File: src/rtl/seg_scan_arbiter.sv
// seg_scan_arbiter
//   Shares a two-digit, active-low seven-segment display between two
//   requesters. The digit-scan timebase is generated internally from CLK.
//   Ownership is granted round-robin with a minimum dwell time. The owner
//   changes only on frame boundaries, so both digits always come from the
//   same source.
//
// Parameters
//   SCAN_DIV : CLK cycles per digit slot (>= 2)
//   DWELL    : minimum frames an owner keeps the display under contention (>= 1)
//
// Ports
//   CLK    in   system clock, rising edge
//   RST_N  in   synchronous active-low reset
//   REQ    in   [1:0] request levels, sampled only at frame end
//   DATA0  in   [7:0] requester 0 value, [3:0] right digit, [7:4] left digit
//   DATA1  in   [7:0] requester 1 value, same format
//   GNT    out  [1:0] one-hot, one-cycle pulse when ownership is granted
//   OWNER  out  [1:0] one-hot current owner, 00 when idle
//   COM    out  [1:0] digit enables, active-low; [0] = right, [1] = left
//   SEG    out  [6:0] {g,f,e,d,c,b,a}, active-low
module seg_scan_arbiter #(
    parameter int SCAN_DIV = 500,
    parameter int DWELL    = 4
) (
    input  logic       CLK,
    input  logic       RST_N,
    input  logic [1:0] REQ,
    input  logic [7:0] DATA0,
    input  logic [7:0] DATA1,
    output logic [1:0] GNT,
    output logic [1:0] OWNER,
    output logic [1:0] COM,
    output logic [6:0] SEG
);

    localparam int PW  = $clog2(SCAN_DIV);
    localparam int DCW = $clog2(DWELL + 1);

    typedef enum logic {IDLE = 1'b0, OWN = 1'b1} state_t;

    state_t         state, state_d;
    logic [PW-1:0]  presc;
    logic           slot;
    logic           own_idx, own_d;
    logic           rr, rr_d;
    logic [DCW-1:0] dwell_cnt, dwell_d;
    logic [7:0]     disp, disp_d;

    logic           tick, fe;
    logic           grant, win;
    logic           own_req, oth_req;
    logic           slot_d;
    logic [1:0]     gnt_d, owner_d, com_d;
    logic [6:0]     seg_d;

    // Full hex glyph table, active-low {g,f,e,d,c,b,a}.
    function automatic logic [6:0] glyph(input logic [3:0] v);
        logic [6:0] g;
        case (v)
            4'h0: g = 7'h40;
            4'h1: g = 7'h79;
            4'h2: g = 7'h24;
            4'h3: g = 7'h30;
            4'h4: g = 7'h19;
            4'h5: g = 7'h12;
            4'h6: g = 7'h02;
            4'h7: g = 7'h78;
            4'h8: g = 7'h00;
            4'h9: g = 7'h10;
            4'hA: g = 7'h08;
            4'hB: g = 7'h03;
            4'hC: g = 7'h46;
            4'hD: g = 7'h21;
            4'hE: g = 7'h06;
            default: g = 7'h0E;
        endcase
        return g;
    endfunction

    assign tick    = (presc == PW'(SCAN_DIV - 1));
    // A frame ends on the tick that closes the left-digit slot.
    assign fe      = tick & slot;
    assign own_req = REQ[own_idx];
    assign oth_req = REQ[~own_idx];

    // State register
    always_ff @(posedge CLK) begin
        if (!RST_N) state <= IDLE;
        else        state <= state_d;
    end

    // Next-state and arbitration decision; nothing moves outside frame end.
    always_comb begin
        state_d = state;
        own_d   = own_idx;
        rr_d    = rr;
        dwell_d = dwell_cnt;
        disp_d  = disp;
        grant   = 1'b0;
        win     = 1'b0;
        if (fe) begin
            case (state)
                IDLE: begin
                    if (|REQ) begin
                        grant = 1'b1;
                        // On a tie, favour whoever was not granted last.
                        win   = (REQ == 2'b11) ? ~rr : REQ[1];
                    end
                end
                OWN: begin
                    if (!own_req && oth_req) begin
                        grant = 1'b1;
                        win   = ~own_idx;
                    end else if (!own_req) begin
                        state_d = IDLE;
                    end else if (oth_req && (int'(dwell_cnt) + 1 >= DWELL)) begin
                        grant = 1'b1;
                        win   = ~own_idx;
                    end else begin
                        disp_d = own_idx ? DATA1 : DATA0;
                        if (int'(dwell_cnt) < DWELL) dwell_d = dwell_cnt + 1'b1;
                    end
                end
                default: state_d = IDLE;
            endcase
            if (grant) begin
                state_d = OWN;
                own_d   = win;
                rr_d    = win;
                dwell_d = '0;
                disp_d  = win ? DATA1 : DATA0;
            end
        end
    end

    // Output decode from next-cycle values so the registered outputs change
    // on the same edge as the slot toggle or the arbitration decision.
    always_comb begin
        slot_d  = tick ? ~slot : slot;
        gnt_d   = 2'b00;
        owner_d = 2'b00;
        com_d   = 2'b11;
        seg_d   = 7'h7F;
        if (grant) gnt_d = win ? 2'b10 : 2'b01;
        if (state_d == OWN) begin
            owner_d = own_d ? 2'b10 : 2'b01;
            if (!slot_d) begin
                com_d = 2'b10;
                seg_d = glyph(disp_d[3:0]);
            end else begin
                com_d = 2'b01;
                seg_d = glyph(disp_d[7:4]);
            end
        end
    end

    // Timebase, arbitration datapath and registered outputs.
    always_ff @(posedge CLK) begin
        if (!RST_N) begin
            presc     <= '0;
            slot      <= 1'b0;
            own_idx   <= 1'b0;
            rr        <= 1'b1;
            dwell_cnt <= '0;
            disp      <= 8'h00;
            GNT       <= 2'b00;
            OWNER     <= 2'b00;
            COM       <= 2'b11;
            SEG       <= 7'h7F;
        end else begin
            presc     <= tick ? '0 : presc + 1'b1;
            slot      <= slot_d;
            own_idx   <= own_d;
            rr        <= rr_d;
            dwell_cnt <= dwell_d;
            disp      <= disp_d;
            GNT       <= gnt_d;
            OWNER     <= owner_d;
            COM       <= com_d;
            SEG       <= seg_d;
        end
    end

endmodule

File: config.mk
export PLATFORM = sky130hd
export DESIGN_NAME = seg_scan_arbiter
export DESIGN_NICKNAME = d
export VERILOG_FILES = /design/src/rtl/seg_scan_arbiter.sv
export SDC_FILE = /design/constraint.sdc
export NUM_CORES = 1
export LEC_CHECK = 0
export CAP_MARGIN = 20
export CORE_UTILIZATION = 41
export DETAILED_ROUTE_END_ITERATION = 12
export GPL_TIMING_DRIVEN = 1
export PLACE_DENSITY = 0.65
export SYNTH_ARGS = -nofsm -noshare
export SYNTH_HDL_FRONTEND = slang
export SYNTH_SLANG_ARGS = --single-unit
File: constraint.sdc
create_clock -name CLK -period 3.65 [get_ports CLK]
set_input_delay 0.5475 -clock CLK [delete_from_list [all_inputs] [get_ports CLK]]
set_output_delay 0.5475 -clock CLK [all_outputs]
set_load 0.02 [all_outputs]
Yosys cells after proc, flatten, opt, wreduce, memory -nomap -nowiden
Memory sizes are Yosys's and may differ from the RTL's.
Cells that the tools add are included.
W data, S select, Z words.

word-level totals
  register bits after elaboration = 37
  bits in read-only memories = 224
  input port bits = 20
  output and inout port bits = 13
  word-level logic and storage cells = 87
  memories kept = 2

cells by class
  add/subtract/negate cells = 3
  $lt $le $gt $ge = 4
  eq/ne operators = 4
  muxes and demuxes = 45
  bitwise gates (word level) = 6
  reductions and logical operators = 12

memory list
  name             words  width  rd ports  clocked after memory_dff  wr ports  RTL line  text
  (no name shown)  16     7      1         0                         0         60        case (v)
  (no name shown)  16     7      1         0                         0         60

operator list
  operator               count
  $mux W8                8
  $mux W1                25
  $mux W3                6
  $add A9 B1 Y9 const B  1
  $eq A9 B9 Y1 const B   1
  $mux W7                1
  $mux W2                3
  $reduce_and A2 Y1      3
  $reduce_and A6 Y1      1
  $reduce_bool A2 Y1     3
  $not A1 Y1             5
  $add A3 B1 Y4 const B  1
  $ge A4 B3 Y1 const B   1
  $lt A1 B2 Y1 const B   2
  $ne A2 B1 Y1 const B   2
  $pmux W1 S2            2
  $reduce_or A2 Y1       2
  $add A3 B1 Y3 const B  1
  $lt A3 B3 Y1 const B   1
  $eq A2 B2 Y1 const B   1
  $logic_and A1 B1 Y1    2
  $and A1 B1 Y1          1
  $logic_not A1 Y1       1

Depth between registers and ports, before layout
An unclocked memory read counts as a cell.

  depth in word-level cells = 14
  gate-level depth with buffers = 15
  gate-level depth less buffers = 14

Worst setup path after synthesis
OpenSTA, ideal clock, no wires.

  kind = reg2reg
  start point = register presc[0]
  end point = register SEG[1]
  setup time = 123 ps
  data arrival time = 2809 ps
  data required time = 3527 ps
  slack = 718 ps
  cell stages (with the launch flop) = 14
  buffers on the path = 1
  period minus slack after synthesis = 2932 ps
  cell sequence = dfxtp_1 > ha_1 > nand2_1 > nor4_1 > ha_1 > buf_2 > inv_1 > nor3_1 > a32oi_1 > o31a_1 > ha_1 > mux2_2 > a211oi_1 > nor2_1

on the way
  longest elaborated chain between the ends = 5
  elaborated cells between the ends (all ways) = 9
  classes of those cells = eq/ne: 1; mux: 4; bitwise: 1; reduce/logical: 1; memory: 2

ends and longest elaborated chain
  element                 RTL line  text
  start, declared         43        logic [PW-1:0] presc;
  start signal, assigned  172       presc <= tick ? '0 : presc + 1'b1;
  $eq A9 B9 Y1 *          81        assign tick = (presc == PW'(SCAN_DIV - 1));
  $and A1 B1 Y1           83        assign fe = tick & slot;
  $mux W8                 102       if (fe) begin
  $mem_v2 Z16 W7          -
  $mux W7                 148       if (!slot_d) begin
  end signal, assigned    181       SEG <= seg_d;
  end, declared           34        output logic [6:0] SEG

Mark *: on every way between the ends. The rest lies on a longest branch, timed or not.
A chain may end at the register's enable or synchronous reset.

Worst setup path in the final report
  start point = register dwell_cnt[0]
  end point = register SEG[0]

on the way
  longest elaborated chain between the ends = 13
  elaborated cells between the ends (all ways) = 26
  classes of those cells = add/sub: 1; order compare: 1; mux: 20; reduce/logical: 2; memory: 2

ends and longest elaborated chain
  element                 RTL line  text
  start, declared         47        logic [DCW-1:0] dwell_cnt, dwell_d;
  start signal, assigned  176       dwell_cnt <= dwell_d;
  $add A3 B1 Y4 *         117       end else if (oth_req && (int'(dwell_cnt) + 1 >= DWELL)) begin
  $ge A4 B3 Y1 *          117
  $logic_and A1 B1 Y1 *   117
  $mux W1                 117
  $mux W1                 115       end else if (!own_req) begin
  $mux W1                 112       if (!own_req && oth_req) begin
  $pmux W1 S2             103       case (state)
  $mux W1                 102
  $mux W8                 132       disp_d = win ? DATA1 : DATA0;
  $mux W8 *               127       if (grant) begin
  $mux W8 *               102
  net disp_d[0]           48        logic [7:0] disp, disp_d;
  $mem_v2 Z16 W7 *        -
  $mux W7 *               148

Mark *: on every way through the listed nets, which the timed path passes. The rest lies on a longest branch. The select of a mux whose other input is x is not followed.

==> key figures <==
Floorplan
  – Die area: 6290 um2
  – Die height: 79.3 um
  – Die Span X: 79.3 um
  – Effective utilization at floorplan: 43.4%
  – Row cnt: 27
  – I/O pin count: 33
  – Core ar.: 5640 um2

STA
  – Final period util: 90.1%
  – Setup repair after global routing missed its margin: no
  – Post-route worst hold slack: 0.441 ns
  – Total negative setup slack: 0 ns
  – Endpoints failing hold: 0
  – Remaining max-slew budget at the tightest pin: 54.6%
  – Skew final: 0.00571 ns
  – Max Transition Viols Final: 0
  – Final setup violation count: 0
  – Period minus WS final: 3.29 ns
  – Post-layout worst setup margin: 0.362 ns
  – Upper clock frequency limit: 304 MHz
  – Measured slew at the worst slew-check pin: 0.679 ns

Min path
  – Path class of the lowest-slack min-delay path: flop to flop
  – End point of the most critical hold path: presc[0]
  – Launch point of the worst hold path: presc[0]
  – Number of instances on the worst hold path: 1

Drt
  – Number of DRC markers in iteration 0: 93
  – First-pass DRT Iterations: 4
  – Total via count after detailed routing: 2125
  – Average via count per standard cell: 5.51
  – Aggregate routed wire length: 5630 um
  – Post-detailed-route wirelength per cell: 14.6 um
  – Detailed-route DRC error count: 0
  – Number of nets still failing antenna checks after routing: 0

CTS
  – Number of buffers between clock root and the deepest sink: 2
  – Number of buffers created by CTS: 5
  – Post-CTS Setup Inserts: 0
  – Number of hold-repair buffers added at the cts stage: 0
  – Worst-Skew Late Latency: 0.29 ns
  – CTS root buffer: sky130_fd_sc_hd__clkbuf_8
  – Clock-pin transition on the worst setup and hold timing paths: 0.08 ns
  – Gates resized, CTS repair: 0
  – Count of clock tree sinks: 37
  – H-Tree Level Count: 2
  – TritonCTS clock tree: yes

Placement
  – Post-detailed-placement half-perimeter wirelength: 4280 um
  – Count of buffers from port buffering: 32
  – Instance area after placement: 2850 um2
  – Dpl ws: 0.121 ns
  – Final weighted congestion in routability-driven placement: 0.878

GRT
  – Global-route wire length before repair: 9450 um
  – Vias in the first global route: 2081
  – GRT Util Overall: 19.4%
  – Maximum number of pins on one net before global-route repair: 17
  – GRT Residual Overflow: 0
  – Initial antenna violation count: 0

Power
  – VDD IR max: 0.154 mV
  – Combinational Power Share: 7.2%
  – Switching part of the total power: 22.1%
  – Static leakage: 1.16 nW
  – Relative contribution of sequential cells to total power: 49.5%
  – Clock share of power: 43.3%
  – Power Density: 278 nW/um2
  – Internal power component: 0.000642 W
  – Net Switching: 0.000183 W

Yosys
  – Number of cells produced by synthesis: 277
  – Number of distinct standard cells referenced by the synthesized netlist: 60
  – Proportion of synthesized flip-flops having asynchronous set or reset: 0%
  – Register bit count reported by yosys: 37
  – Portion of the post-synthesis area used by sequential elements: 30.2%
  – Post-synthesis instance area: 2450 um2
  – Yosys synthesis warning count: 0
  – Number of synthesized flops with an enable pin: 0
  – Most used flip-flop cell after synthesis: sky130_fd_sc_hd__dfxtp_1
  – Post-Synthesis Mean Instance Area: 8.84 um2
  – Syn Nets: 313

Layout
  – Most common cell after layout, fill and taps aside: sky130_fd_sc_hd__nor2_1
  – Area used by multi-input combinational logic: 1550 um2
  – Share of final-layout standard cells stronger than drive strength 1: 14.0%
  – Final Instance Area: 2960 um2
  – Top library cells by usage in the layout, fill and taps aside: sky130_fd_sc_hd__nor2_1 (39), sky130_fd_sc_hd__dfxtp_1 (37), sky130_fd_sc_hd__clkdlybuf4s50_1 (32)
  – Sequential cell area: 741 um2
  – Diode insertion count for antenna repair: 0
  – Area overhead of the layout relative to synthesis: 20.9%
  – Final net count: 349
  – Filler cells: 513

Critical path
  – Series of cell instances along the critical path: ha_1, a21boi_4, a211oi_1, o41a_1, a221oi_4, inv_1, ha_1, or3_2, o221ai_1, a211oi_1
  – Critical path's largest stage delay: 0.48 ns
  – Reg2Reg Depth: 10
  – Critical Path Source Type: flop
  – Required time at the worst-slack endpoint: 3.80 ns
  – Critical path start-end classification: flop to flop
  – Highest fanout seen on the critical path: 7
  – Launching point of the worst reg2reg path: dwell_cnt[0]
  – RR Endpoint: SEG[0]
  – Worst endpoint data arrival time: 3.44 ns
  – Worst R2R Setup Slack: 0.36 ns
  – Cell with the largest stage delay on the worst path: sky130_fd_sc_hd__o41a_1
  – Endpoint class of the critical path: flop

Flow run
  – Max-cap violations: 0

Status
  – Outcome: complete, no violations
## stage by stage
stage                     total power [W]  instances  utilization (%)
after global placement           0.000476        378             50.5
final                            0.000825        386             52.5
after detailed placement         0.000477        378             50.5
after floorplan                  0.000446        277                -
after CTS                        0.000836        386             52.5
after global routing             0.000863        386             52.5
## final cells by class
cell class	count	share of cell area, %
Clock buffer	5	2.32
Clock inverter	3	1.56
Inverter	20	2.53
Multi-Input combinational cell	207	52.2
Sequential cell	37	25.0
Tap cell	72	3.04
Timing Repair Buffer	42	13.3
## power groups by stage
stage / Clock [W] / Combinational, W / Sequential (W)
after floorplan: 0 / 0.0000287 / 0.000417
after global placement: 0 / 0.0000588 / 0.000417
after detailed placement: 0 / 0.0000592 / 0.000417
after CTS: 0.000368 / 0.0000597 / 0.000408
after global routing: 0.000390 / 0.0000646 / 0.000408
final: 0.000357 / 0.0000594 / 0.000408
## Yosys cell counts (all sizes together), types with 4 or more instances
cell type / count / area share (%)
a21boi: 4 / 1.8
buf: 10 / 3.1
dfxtp: 37 / 30
ha: 16 / 8.2
nand4: 4 / 1.0
nor2: 39 / 6.0
o221ai: 4 / 1.7
o31a: 4 / 1.4
a32oi: 4 / 1.4
and2: 7 / 1.8
nand2: 17 / 2.6
a21oi: 9 / 1.8
a31oi: 4 / 1.0
mux2i: 12 / 4.9
mux2: 10 / 4.6
a211oi: 5 / 2.0
nand3: 6 / 1.2
o32ai: 4 / 1.4
inv: 20 / 3.1
xnor2: 5 / 1.8
nor3: 7 / 1.4
o21ai: 9 / 2.5
## metal layers
layer  share of wire, %  routed length, um  global-route usage [%]  vias up
met1                 48               2690                    25.3      984
li1                   -                  -                       -     1076
met3                3.9                219                    3.10       13
met2                 46               2580                    31.3       52
met4                2.5                140                    8.55        0
met5                  0                  0                       0        -
## state kept, by name, indices dropped and copies added (netlist names), 2 cells and up
signal,flops
presc,9
disp,8
SEG,7
dwell_cnt,3
COM,2
GNT,2
OWNER,2
## worst max path at each step
stage / cells after the start / to / startpoint / slack (ns)
2_1_floorplan: 13 / SEG[1] / presc[0] / 0.72
4_1_cts: 10 / SEG[0] / dwell_cnt[0] / 0.36
5_1_grt: 11 / SEG[1] / presc[5] / 0.06
3_3_place_gp: 9 / SEG[1] / REQ[1] / 0.18
6_report: 10 / SEG[0] / dwell_cnt[0] / 0.36
3_5_place_dp: 9 / SEG[0] / REQ[1] / 0.12
## kinds of logic (layout without fill, tap and decap cells)
| group | after synthesis | count (layout) | share of synthesized area [%] |
|---|---|---|---|
| multiplexers | 22 | 22 | 9.50 |
| AND/OR/NAND/NOR | 92 | 92 | 17.5 |
| adder cells (fa/ha/maj) | 16 | 16 | 8.17 |
| AO/OA/AOI/OAI | 70 | 70 | 25.4 |
| XOR/XNOR | 7 | 7 | 2.50 |
| flip-flops | 37 | 37 | 30.2 |
| buffers and inverters | 33 | 70 | 6.64 |
## worst max-delay path: cells and delay by family, from the launching register on
family                     cells  cell delay, ns
DFF                            1            0.45
AOI/OAI and AO/OA              6            1.46
and+or+nand+nor                1            0.47
buffers and inverters          1            0.19
adders and majority gates      2            0.58
(Power assumes the default switching activity.)
